===== config.mk =====
export PLATFORM = sky130hd
export DESIGN_NAME = alu_mdu
export DESIGN_NICKNAME = d
export VERILOG_FILES = /design/src/rtl/alu_pkg.sv /design/src/rtl/mdu_sign_ctrl.sv /design/src/rtl/alu_mdu.sv
export SDC_FILE = /design/constraint.sdc
export NUM_CORES = 1
export LEC_CHECK = 0
export ABC_AREA = 1
export ABC_CLOCK_PERIOD_IN_PS = 3900
export BUFFER_PORTS_ARGS = -buffer_cell sky130_fd_sc_hd__buf_4
export CAP_MARGIN = 25
export CORE_MARGIN = 2
export CORE_UTILIZATION = 24
export CTS_CLUSTER_DIAMETER = 120
export DETAILED_ROUTE_END_ITERATION = 10
export GPL_TIMING_DRIVEN = 0
export PLACE_DENSITY = 0.46
export RECOVER_POWER = 100
export REMOVE_ABC_BUFFERS = 1
export SLEW_MARGIN = 20
export SYNTH_ARGS = -nofsm -noshare
export SYNTH_HDL_FRONTEND = slang
export SYNTH_HIERARCHICAL = 1
export SYNTH_SLANG_ARGS = --single-unit

===== constraint.sdc =====
create_clock -name i_clk -period 3.9 [get_ports i_clk]
set_input_delay 0.78 -clock i_clk [delete_from_list [all_inputs] [get_ports i_clk]]
set_output_delay 0.78 -clock i_clk [all_outputs]
set_load 0.005 [all_outputs]

===== src/rtl/alu_pkg.sv =====
// rtl/alu_pkg.sv - shared operation and state types for the multiply/divide unit
package alu_pkg;

  typedef enum logic [2:0] {
    MD_MUL    = 3'd0,
    MD_MULH   = 3'd1,
    MD_MULHSU = 3'd2,
    MD_MULHU  = 3'd3,
    MD_DIV    = 3'd4,
    MD_DIVU   = 3'd5,
    MD_REM    = 3'd6,
    MD_REMU   = 3'd7
  } md_op_e;

  typedef enum logic [1:0] {
    MDU_IDLE = 2'd0,
    MDU_BUSY = 2'd1,
    MDU_DONE = 2'd2
  } mdu_state_e;

  function automatic logic op_is_div(input md_op_e op);
    return (op inside {MD_DIV, MD_DIVU, MD_REM, MD_REMU});
  endfunction

endpackage


===== src/rtl/mdu_sign_ctrl.sv =====
// rtl/mdu_sign_ctrl.sv - operand magnitudes and final sign correction (combinational)
module mdu_sign_ctrl
  import alu_pkg::*;
#(
  parameter int WIDTH = 32
) (
  input  md_op_e           op,
  input  logic [WIDTH-1:0] a,
  input  logic [WIDTH-1:0] b,
  input  logic [WIDTH-1:0] hi,
  input  logic [WIDTH-1:0] lo,
  output logic [WIDTH-1:0] a_mag,
  output logic [WIDTH-1:0] b_mag,
  output logic [WIDTH-1:0] result
);

  logic                   sign_a;
  logic                   sign_b;
  logic                   neg_prod;
  logic                   neg_quo;
  logic                   neg_rem;
  logic [WIDTH-1:0]       abs_a;
  logic [WIDTH-1:0]       abs_b;
  logic [2*WIDTH-1:0]     prod;
  logic [2*WIDTH-1:0]     prod_fix;
  logic [WIDTH-1:0]       quo_fix;
  logic [WIDTH-1:0]       rem_fix;

  // Pick unsigned magnitudes for the iterative core and fold the signs back into the raw result
  always_comb begin
    sign_a   = a[WIDTH-1];
    sign_b   = b[WIDTH-1];
    abs_a    = sign_a ? -a : a;
    abs_b    = sign_b ? -b : b;
    a_mag    = a;
    b_mag    = b;
    neg_prod = 1'b0;
    neg_quo  = 1'b0;
    neg_rem  = 1'b0;
    case (op)
      MD_MULH: begin
        a_mag    = abs_a;
        b_mag    = abs_b;
        neg_prod = sign_a ^ sign_b;
      end
      MD_MULHSU: begin
        a_mag    = abs_a;
        neg_prod = sign_a;
      end
      MD_DIV: begin
        a_mag   = abs_a;
        b_mag   = abs_b;
        // a zero divisor must leave the all-ones quotient untouched
        neg_quo = (sign_a ^ sign_b) && (b != '0);
      end
      MD_REM: begin
        a_mag   = abs_a;
        b_mag   = abs_b;
        neg_rem = sign_a;
      end
      default: ;
    endcase
    prod     = {hi, lo};
    prod_fix = neg_prod ? -prod : prod;
    quo_fix  = neg_quo ? -lo : lo;
    rem_fix  = neg_rem ? -hi : hi;
    case (op)
      MD_MUL:                       result = prod_fix[WIDTH-1:0];
      MD_MULH, MD_MULHSU, MD_MULHU: result = prod_fix[2*WIDTH-1:WIDTH];
      MD_DIV, MD_DIVU:              result = quo_fix;
      default:                      result = rem_fix;
    endcase
  end

endmodule


===== src/rtl/alu_mdu.sv =====
// rtl/alu_mdu.sv - radix-2 multiply/divide unit; MDU_FAST_SPECIAL_EN short-cuts divide special cases
module alu_mdu
  import alu_pkg::*;
#(
  parameter int WIDTH = 32
) (
  input  logic             i_clk,
  input  logic             i_rst_n,
  input  logic             i_valid,
  output logic             o_ready,
  input  logic [2:0]       i_md_op,
  input  logic [WIDTH-1:0] i_operand_a,
  input  logic [WIDTH-1:0] i_operand_b,
  input  logic             i_flush,
  output logic             o_valid,
  output logic [WIDTH-1:0] o_md_data
);

  localparam int             CW        = $clog2(WIDTH) + 1;
  localparam logic [CW-1:0]  LAST_ITER = CW'(WIDTH - 1);

  mdu_state_e       state;
  md_op_e           op_q;
  logic [WIDTH-1:0] a_q;
  logic [WIDTH-1:0] b_q;
  logic [WIDTH-1:0] m_q;
  logic [WIDTH-1:0] hi_q;
  logic [WIDTH-1:0] lo_q;
  logic [WIDTH-1:0] md_data_q;
  logic [CW-1:0]    cnt_q;

  md_op_e           op_s;
  logic [WIDTH-1:0] a_s;
  logic [WIDTH-1:0] b_s;
  logic [WIDTH-1:0] a_mag;
  logic [WIDTH-1:0] b_mag;
  logic [WIDTH-1:0] result;
  logic [WIDTH:0]   sum;
  logic [WIDTH:0]   shifted;
  logic             ge;
  logic [WIDTH-1:0] diff;
  logic [WIDTH-1:0] next_hi;
  logic [WIDTH-1:0] next_lo;
  logic             div_s;

  // In IDLE the sign helper looks at the live request, afterwards at the latched one
  always_comb begin
    op_s  = (state == MDU_IDLE) ? md_op_e'(i_md_op) : op_q;
    a_s   = (state == MDU_IDLE) ? i_operand_a : a_q;
    b_s   = (state == MDU_IDLE) ? i_operand_b : b_q;
    div_s = op_is_div(op_s);
  end

  mdu_sign_ctrl #(
    .WIDTH (WIDTH)
  ) u_sign_ctrl (
    .op     (op_s),
    .a      (a_s),
    .b      (b_s),
    .hi     (next_hi),
    .lo     (next_lo),
    .a_mag  (a_mag),
    .b_mag  (b_mag),
    .result (result)
  );

  // One iteration: shift-add multiply on {hi,lo}, or restoring divide with hi as partial remainder
  always_comb begin
    sum     = {1'b0, hi_q} + (lo_q[0] ? {1'b0, m_q} : '0);
    shifted = {hi_q, lo_q[WIDTH-1]};
    ge      = (shifted >= {1'b0, m_q});
    diff    = shifted[WIDTH-1:0] - m_q;
    if (op_is_div(op_q)) begin
      next_hi = ge ? diff : shifted[WIDTH-1:0];
      next_lo = {lo_q[WIDTH-2:0], ge};
    end else begin
      next_hi = sum[WIDTH:1];
      next_lo = {sum[0], lo_q[WIDTH-1:1]};
    end
  end

`ifdef MDU_FAST_SPECIAL_EN
  logic             special;
  logic             div_zero;
  logic             overflow;
  logic [WIDTH-1:0] special_data;

  // Divide-by-zero and signed overflow have fixed answers that need no iterations
  always_comb begin
    div_zero = (i_operand_b == '0);
    overflow = (md_op_e'(i_md_op) inside {MD_DIV, MD_REM})
               && (i_operand_a == {1'b1, {(WIDTH-1){1'b0}}})
               && (i_operand_b == '1);
    special  = op_is_div(md_op_e'(i_md_op)) && (div_zero || overflow);
    if (div_zero) special_data = i_md_op[1] ? i_operand_a : '1;
    else          special_data = i_md_op[1] ? '0 : i_operand_a;
  end
`endif

  // Control FSM and datapath registers; flush and reset both drop the request silently
  always_ff @(posedge i_clk) begin
    if (!i_rst_n) begin
      state     <= MDU_IDLE;
      op_q      <= MD_MUL;
      a_q       <= '0;
      b_q       <= '0;
      m_q       <= '0;
      hi_q      <= '0;
      lo_q      <= '0;
      cnt_q     <= '0;
      md_data_q <= '0;
    end else begin
      case (state)
        MDU_IDLE: begin
          if (i_valid && !i_flush) begin
            op_q  <= md_op_e'(i_md_op);
            a_q   <= i_operand_a;
            b_q   <= i_operand_b;
            m_q   <= div_s ? b_mag : a_mag;
            lo_q  <= div_s ? a_mag : b_mag;
            hi_q  <= '0;
            cnt_q <= '0;
`ifdef MDU_FAST_SPECIAL_EN
            if (special) begin
              md_data_q <= special_data;
              state     <= MDU_DONE;
            end else begin
              state <= MDU_BUSY;
            end
`else
            state <= MDU_BUSY;
`endif
          end
        end
        MDU_BUSY: begin
          if (i_flush) begin
            state <= MDU_IDLE;
          end else begin
            hi_q  <= next_hi;
            lo_q  <= next_lo;
            cnt_q <= cnt_q + CW'(1);
            if (cnt_q == LAST_ITER) begin
              md_data_q <= result;
              state     <= MDU_DONE;
            end
          end
        end
        MDU_DONE: state <= MDU_IDLE;
        default:  state <= MDU_IDLE;
      endcase
    end
  end

  assign o_ready   = (state == MDU_IDLE);
  assign o_valid   = (state == MDU_DONE);
  assign o_md_data = md_data_q;

endmodule


# After elaboration in Yosys (flattened, before gate mapping)
# Index checks and enable logic that the tools add are counted.
# totals
in_bits	71
output_inout_bits	34
regBits	203
word_cells	87
# op_classes
n_addsub	8
n_mux	33
n_bitwise	2
reduce_logical	17
order_cmp	1
eq_ne	17
# op_table
cell	n
2-to-1 mux 32 bit	18
negator 32 bit	4
one-hot mux 32 bit (2 select lines)	2
one-hot mux 32 bit (3 select lines)	1
2-to-1 mux 64 bit	1
negator 64 bit	1
adder 32 x 32 -> 33 bit	1
>= comparator 33 x 32 -> 1 bit	1
nonzero test 32 bit	1
subtractor 32 bit	1
equality test 3 bit (second input constant)	8
2-to-1 mux 6 bit	2
one-hot mux 6 bit (2 select lines)	1
nonzero test 4 bit	2
adder 6 x 1 -> 6 bit (second input constant)	1
equality test 3 x 2 -> 1 bit (second input constant)	2
equality test 6 x 5 -> 1 bit (second input constant)	1
2-to-1 mux 2 bit	3
AND reduction 3 bit	2
OR reduction 3 bit	2
one-hot mux 2 bit (2 select lines)	1
AND reduction 2 bit	2
OR reduction 4 bit	1
equality test 3 x 1 -> 1 bit (second input constant)	1
other kinds (16)	18

# Depth between registers and ports, before layout
# depth
ltp_word	8
mapped_depth	30
depth_no_buf	29

# By module
# The synthesis kept the hierarchy.
# modules_own_cells
module	n_inst	area_each_um2	cells_per_inst	seq_area_each_um2
alu_mdu	1	14666.6	2374	4063.9
mdu_sign_ctrl	1	5686.7	1217	0.0

# Worst setup path before layout
# No wires, ideal clock.
# synth_timing
path_type	reg-to-reg
startpoint	register lo_q[0]
endpoint	register md_data_q[30] (netlist: o_md_data[30])
arrival_ps	3403
setup_time_ps	116
period_less_slack_ps	3519
slack_ps	381
path_stages_with_launch	27
n_path_buf	2
required_time_ps	3784
path_cell_list	dfxtp_1 clkbuf_1 clkbuf_1 nand2_1 inv_1 ha_1 fa_1 nand2_1 nand2_1 nand2_1 o21ai_0 nand3_1 nand2_1 nand3_1 nand3_1 nand3_1 and2_1 inv_1 nand2_1 nor3_1 nand2_1 o21ai_0 nand3_1 nand3_1 nand3_1 o21ai_0 nor2_1
# synth_between
elab_chain_cells	6
word_cells_on_any_way	11
cone_classes	add/sub (4); mux (7)
# synth_lines
item	line	source
start, declared	alu_mdu.sv:28	logic [WIDTH-1:0] lo_q;
start signal, assigned	alu_mdu.sv:120	lo_q <= div_s ? a_mag : b_mag;
start signal, assigned	alu_mdu.sv:140	lo_q <= next_lo;
2-to-1 mux 32 bit (*)	alu_mdu.sv:69	sum = {1'b0, hi_q} + (lo_q[0] ? {1'b0, m_q} : '0);
adder 32 x 32 -> 33 bit (*)	alu_mdu.sv:69	
2-to-1 mux 32 bit (*)	alu_mdu.sv:73	if (op_is_div(op_q)) begin
via next_hi[21]	alu_mdu.sv:42	logic [WIDTH-1:0] next_hi;
negator 64 bit or negator 32 bit (tied branches)	mdu_sign_ctrl.sv:64, mdu_sign_ctrl.sv:66	
2-to-1 mux 64 bit or 2-to-1 mux 32 bit (tied branches)	mdu_sign_ctrl.sv:64, mdu_sign_ctrl.sv:66	
one-hot mux 32 bit (3 select lines) (*)	mdu_sign_ctrl.sv:67	case (op)
via result[30]	alu_mdu.sv:37	logic [WIDTH-1:0] result;
end signal, assigned	alu_mdu.sv:143	md_data_q <= result;
end, declared	alu_mdu.sv:29	logic [WIDTH-1:0] md_data_q;
# The timed path passes the listed nets; every way through them passes the cells marked *.
# A chain may end at the register's enable or synchronous reset.

# Final worst setup path
# layout_timing
startpoint	register m_q[15]
endpoint	register md_data_q[7] (netlist: o_md_data[7])
# layout_between
elab_chain_cells	6
word_cells_on_any_way	11
cone_classes	add/sub (3); order compare (1); mux (7)
# layout_lines
item	line	source
start, declared	alu_mdu.sv:26	logic [WIDTH-1:0] m_q;
start signal, assigned	alu_mdu.sv:119	m_q <= div_s ? b_mag : a_mag;
>= comparator 33 x 32 -> 1 bit (*)	alu_mdu.sv:71	ge = (shifted >= {1'b0, m_q});
2-to-1 mux 32 bit (*)	alu_mdu.sv:74	next_hi = ge ? diff : shifted[WIDTH-1:0];
2-to-1 mux 32 bit (*)	alu_mdu.sv:73	
via next_hi[2]	alu_mdu.sv:42	
negator 64 bit or negator 32 bit (tied branches)	mdu_sign_ctrl.sv:64, mdu_sign_ctrl.sv:66	
2-to-1 mux 64 bit or 2-to-1 mux 32 bit (tied branches)	mdu_sign_ctrl.sv:64, mdu_sign_ctrl.sv:66	
one-hot mux 32 bit (3 select lines) (*)	mdu_sign_ctrl.sv:67	
via result[7]	alu_mdu.sv:37	
# Marked as above.

==> summary.txt <==
Worst setup path
  • Crit Path Class: reg2reg
  • Worst setup SP type: flop
  • CP max FO: 6
  • Critical Path RT: about 4.4 ns
  • Worst EP arrival: 4.26 ns
  • R2R depth: 26
  • Setup crit end kind: flop

Timing
  • # setup viols final: 0
  • Rel. slew slack: roughly 15%
  • Final worst-path cycle share: a little over nine tenths
  • F_max: between 200 and 300 MHz
  • Clk_skew: 0.0341 ns
  • Tmin final: 3.79 ns
  • Slew Viols, Final: 0
  • Final hold vios: 0
  • RSZ-0062 raised after global routing: true
  • Slew @ Worst Pin: ~1.3 ns
  • PnR worst setup slack: approximately 0.11 ns

Clock network
  • H-tree depth: 1
  • Clock latency on the worst-skew pair: 0.59 ns
  • Clock sinks: 203
  • Clock root buffer: clkbuf_16
  • Clock Tree Buf Depth: 3
  • Reg clk slew, reported paths: approximately 0.06 ns
  • CTS Buf Count: 28
  • TritonCTS clock tree: done

Floorplanning
  • Die width: 295 um
  • Num rows: 106
  • Core Box Area: 0.0838 sq mm
  • Die Area: 0.0872 sq mm
  • Die Ht: 295 um
  • Starting Density: ~24%
  • Boundary Pins: 105

Logic synthesis
  • EDFF count, synth: 0
  • Asr flop ratio synth: 0%
  • #FFs+latches synth: between 200 and 250
  • Most common cell in the netlist: nand2_1
  • Synth unique cells: 56
  • Yosys top cell area share: 20.0%
  • List of most frequent post-synthesis cells: nand2_1 (985), inv_1 (468), nor2_1 (467)
  • Most area-consuming cells after synthesis: dfxtp_1 (20%), nand2_1 (18%), nand3_1 (8.9%)
  • YS warnings: 6
  • Mapped Area: 0.0204 sq mm
  • Syn_area_per_cell: 5.67 sq um
  • Synth area leader: dfxtp_1
  • Primary FF master, synth: dfxtp_1
  • Post-Syn Instances: 3591
  • Part of the Yosys area used for sequential elements: between 10% and 20%

Worst hold path
  • HP Class: in2reg
  • Hold Path Depth: 3

Global route
  • Grt ovf: 0
  • Largest net degree at the start of global routing: 107
  • Initial antenna violation count: 1
  • First-pass GRT wire length: 133000 um
  • Vias in the first global route: 21779
  • Total global-route track usage: ~20%

Layout
  • Antenna cells: 0
  • Final Core Density: between 30 and 40%
  • Final cell count without fillers: 4851
  • Share of layout cells above drive strength 1: between 20 and 25%
  • # nets final: 3840
  • Area growth syn-to-layout: 27.1%

Drt
  • WL final: 88200 um
  • Via count: 23604
  • First-iteration detailed-routing DRC count: 1770
  • DR DRC count: 0
  • Vias/cell: about 5
  • DR pass1 iterations: 5
  • WL/cell: 18.2 um
  • Routed Antenna Nets: 0

Place
  • Dpl cells: ~4700
  • PortBufs: roughly 100
  • Hpwl dp: 68400 um
  • Dpl ws: -1.64 ns
  • Placer congestion estimate: between 0.9 and 1

Job
  • Max cap viols: 0

Power and ir drop
  • Max VDD drop: about 0.00034 V
  • Leak pwr: 11.5 nW
  • Power per cell area: 336 mW/mm^2

Status
  • Status: finished, final reports clean
-- kinds of logic (layout without fill, tap and decap cells) --
kind of cell / count (synthesis) / count (layout) / synth area share [%]
AOI/OAI and AO/OA: 562 / 562 / 15.4
xor gates and xnor gates: 113 / 113 / 4.86
adders and majority gates: 71 / 71 / 4.44
buffers and inverters: 633 / 756 / 12.9
DFF: 203 / 203 / 20.0
and+or+nand+nor: 2009 / 2012 / 42.5
-- path summary, 6_finish.rpt --
kind                                      start  slack (ns)      endpoint
worst min register to register         cnt_q[2]        0.46      cnt_q[2]
worst max register to register          m_q[15]        0.11  o_md_data[7]
worst max-delay path                    m_q[15]        0.11  o_md_data[7]
worst min-delay path            i_operand_a[23]        0.42       a_q[23]
-- flip-flops by register name (all words and copies together), names as in the netlist --
| signal | count |
|---|---|
| lo_q | 32 |
| o_md_data | 32 |
| hi_q | 32 |
| b_q | 32 |
| state | 2 |
| a_q | 32 |
| op_q | 3 |
| cnt_q | 6 |
| m_q | 32 |
-- power by group --
group / leakage, nW / internal, mW / total [mW] / switching (mW)
combinational: 9.37 / 1.26 / 3.83 / 2.57
sequential: 1.68 / 2.17 / 2.23 / 0.0569
clock: 0.455 / 1.56 / 2.63 / 1.08
total: 11.5 / 4.99 / 8.69 / 3.70
-- worst max-delay path, cell delays in order (launching register included) --
cell	delay, ns
dfxtp_1	0.34
inv_2	0.07
ha_4	0.29
nand2_2	0.08
nor2_4	0.15
nand2_2	0.08
nor2_2	0.14
nand2_2	0.12
nor2_4	0.14
nor2_4	0.05
buf_6	0.12
nand2_8	0.11
nor2_4	0.08
buf_4	0.16
nand2_2	0.06
nand3_4	0.14
nor2_4	0.19
nand2_1	0.15
nor2_2	0.22
and2_1	0.15
nand3b_1	0.12
nand2_2	0.14
nand2_1	0.07
nand3_1	0.12
nand4_1	0.12
o21ai_0	0.19
nor2_1	0.06
-- cell usage in the layout, fill, tap and decap left out, drive strengths merged --
cell	n
clkinvlp	6
xor2	79
a31o	1
nor2	492
nor3	22
clkbuf	70
a21o	6
a21boi	2
ha	69
nand3b	13
o2111ai	1
o21ai	327
or2	6
bufinv	3
a31oi	9
a21oi	141
nand3	385
inv	480
o21bai	9
nand2	1011
fa	2
a211oi	1
o31ai	26
buf	190
o32ai	31
nor4	5
nand4	50
and3	5
xnor2	34
o21a	3
dfxtp	203
clkinv	7
o211ai	4
and2	23
o22ai	1
-- metrics by stage --
stage | area (sq um) | total power [mW] | TNS, ns | hold WS [ns]
after floorplan | 19500 | 4.35 | -771.39 | 0.439
after global placement | 21700 | 5.40 | -1899.11 | 0.455
after detailed placement | 22300 | 5.45 | -94.34 | 0.461
after CTS | 24500 | 8.45 | -0.0502 | 0.392
after global routing | 25900 | 9.21 | -0.396 | 0.413
final | 25900 | 8.69 | 0 | 0.420
-- layout make-up --
class | count | area [sq um]
sequential | 203 | 4150
fill | 9577 | 57900
timing repair inverter | 2 | 12.5
timing repair buffer | 224 | 1990
tap | 1134 | 1420
clock inverter | 13 | 145
clock buffer | 36 | 791
multi-input combinational | 2758 | 15500
inverter | 481 | 1870
-- routing by layer --
| metal | GRT usage (%) | vias to the layer above | part of all wire [%] |
|---|---|---|---|
| met4 | 4.44 | 0 | 3.0 |
| met2 | 33.1 | 569 | 45 |
| met5 | 0 | - | 0 |
| met3 | 1.68 | 113 | 4.7 |
| li1 | - | 11767 | - |
| met1 | 27.3 | 11155 | 47 |
-- repair_timing --
action                     4_1_cts  5_1_grt
hold buffers                     0        0
setup endpoints to repair       92       63
pin swaps                       28       96
buffers inserted                30       61
gates cloned                     4        2
resized for setup              228      354
Power figures use the tool's default switching activity.
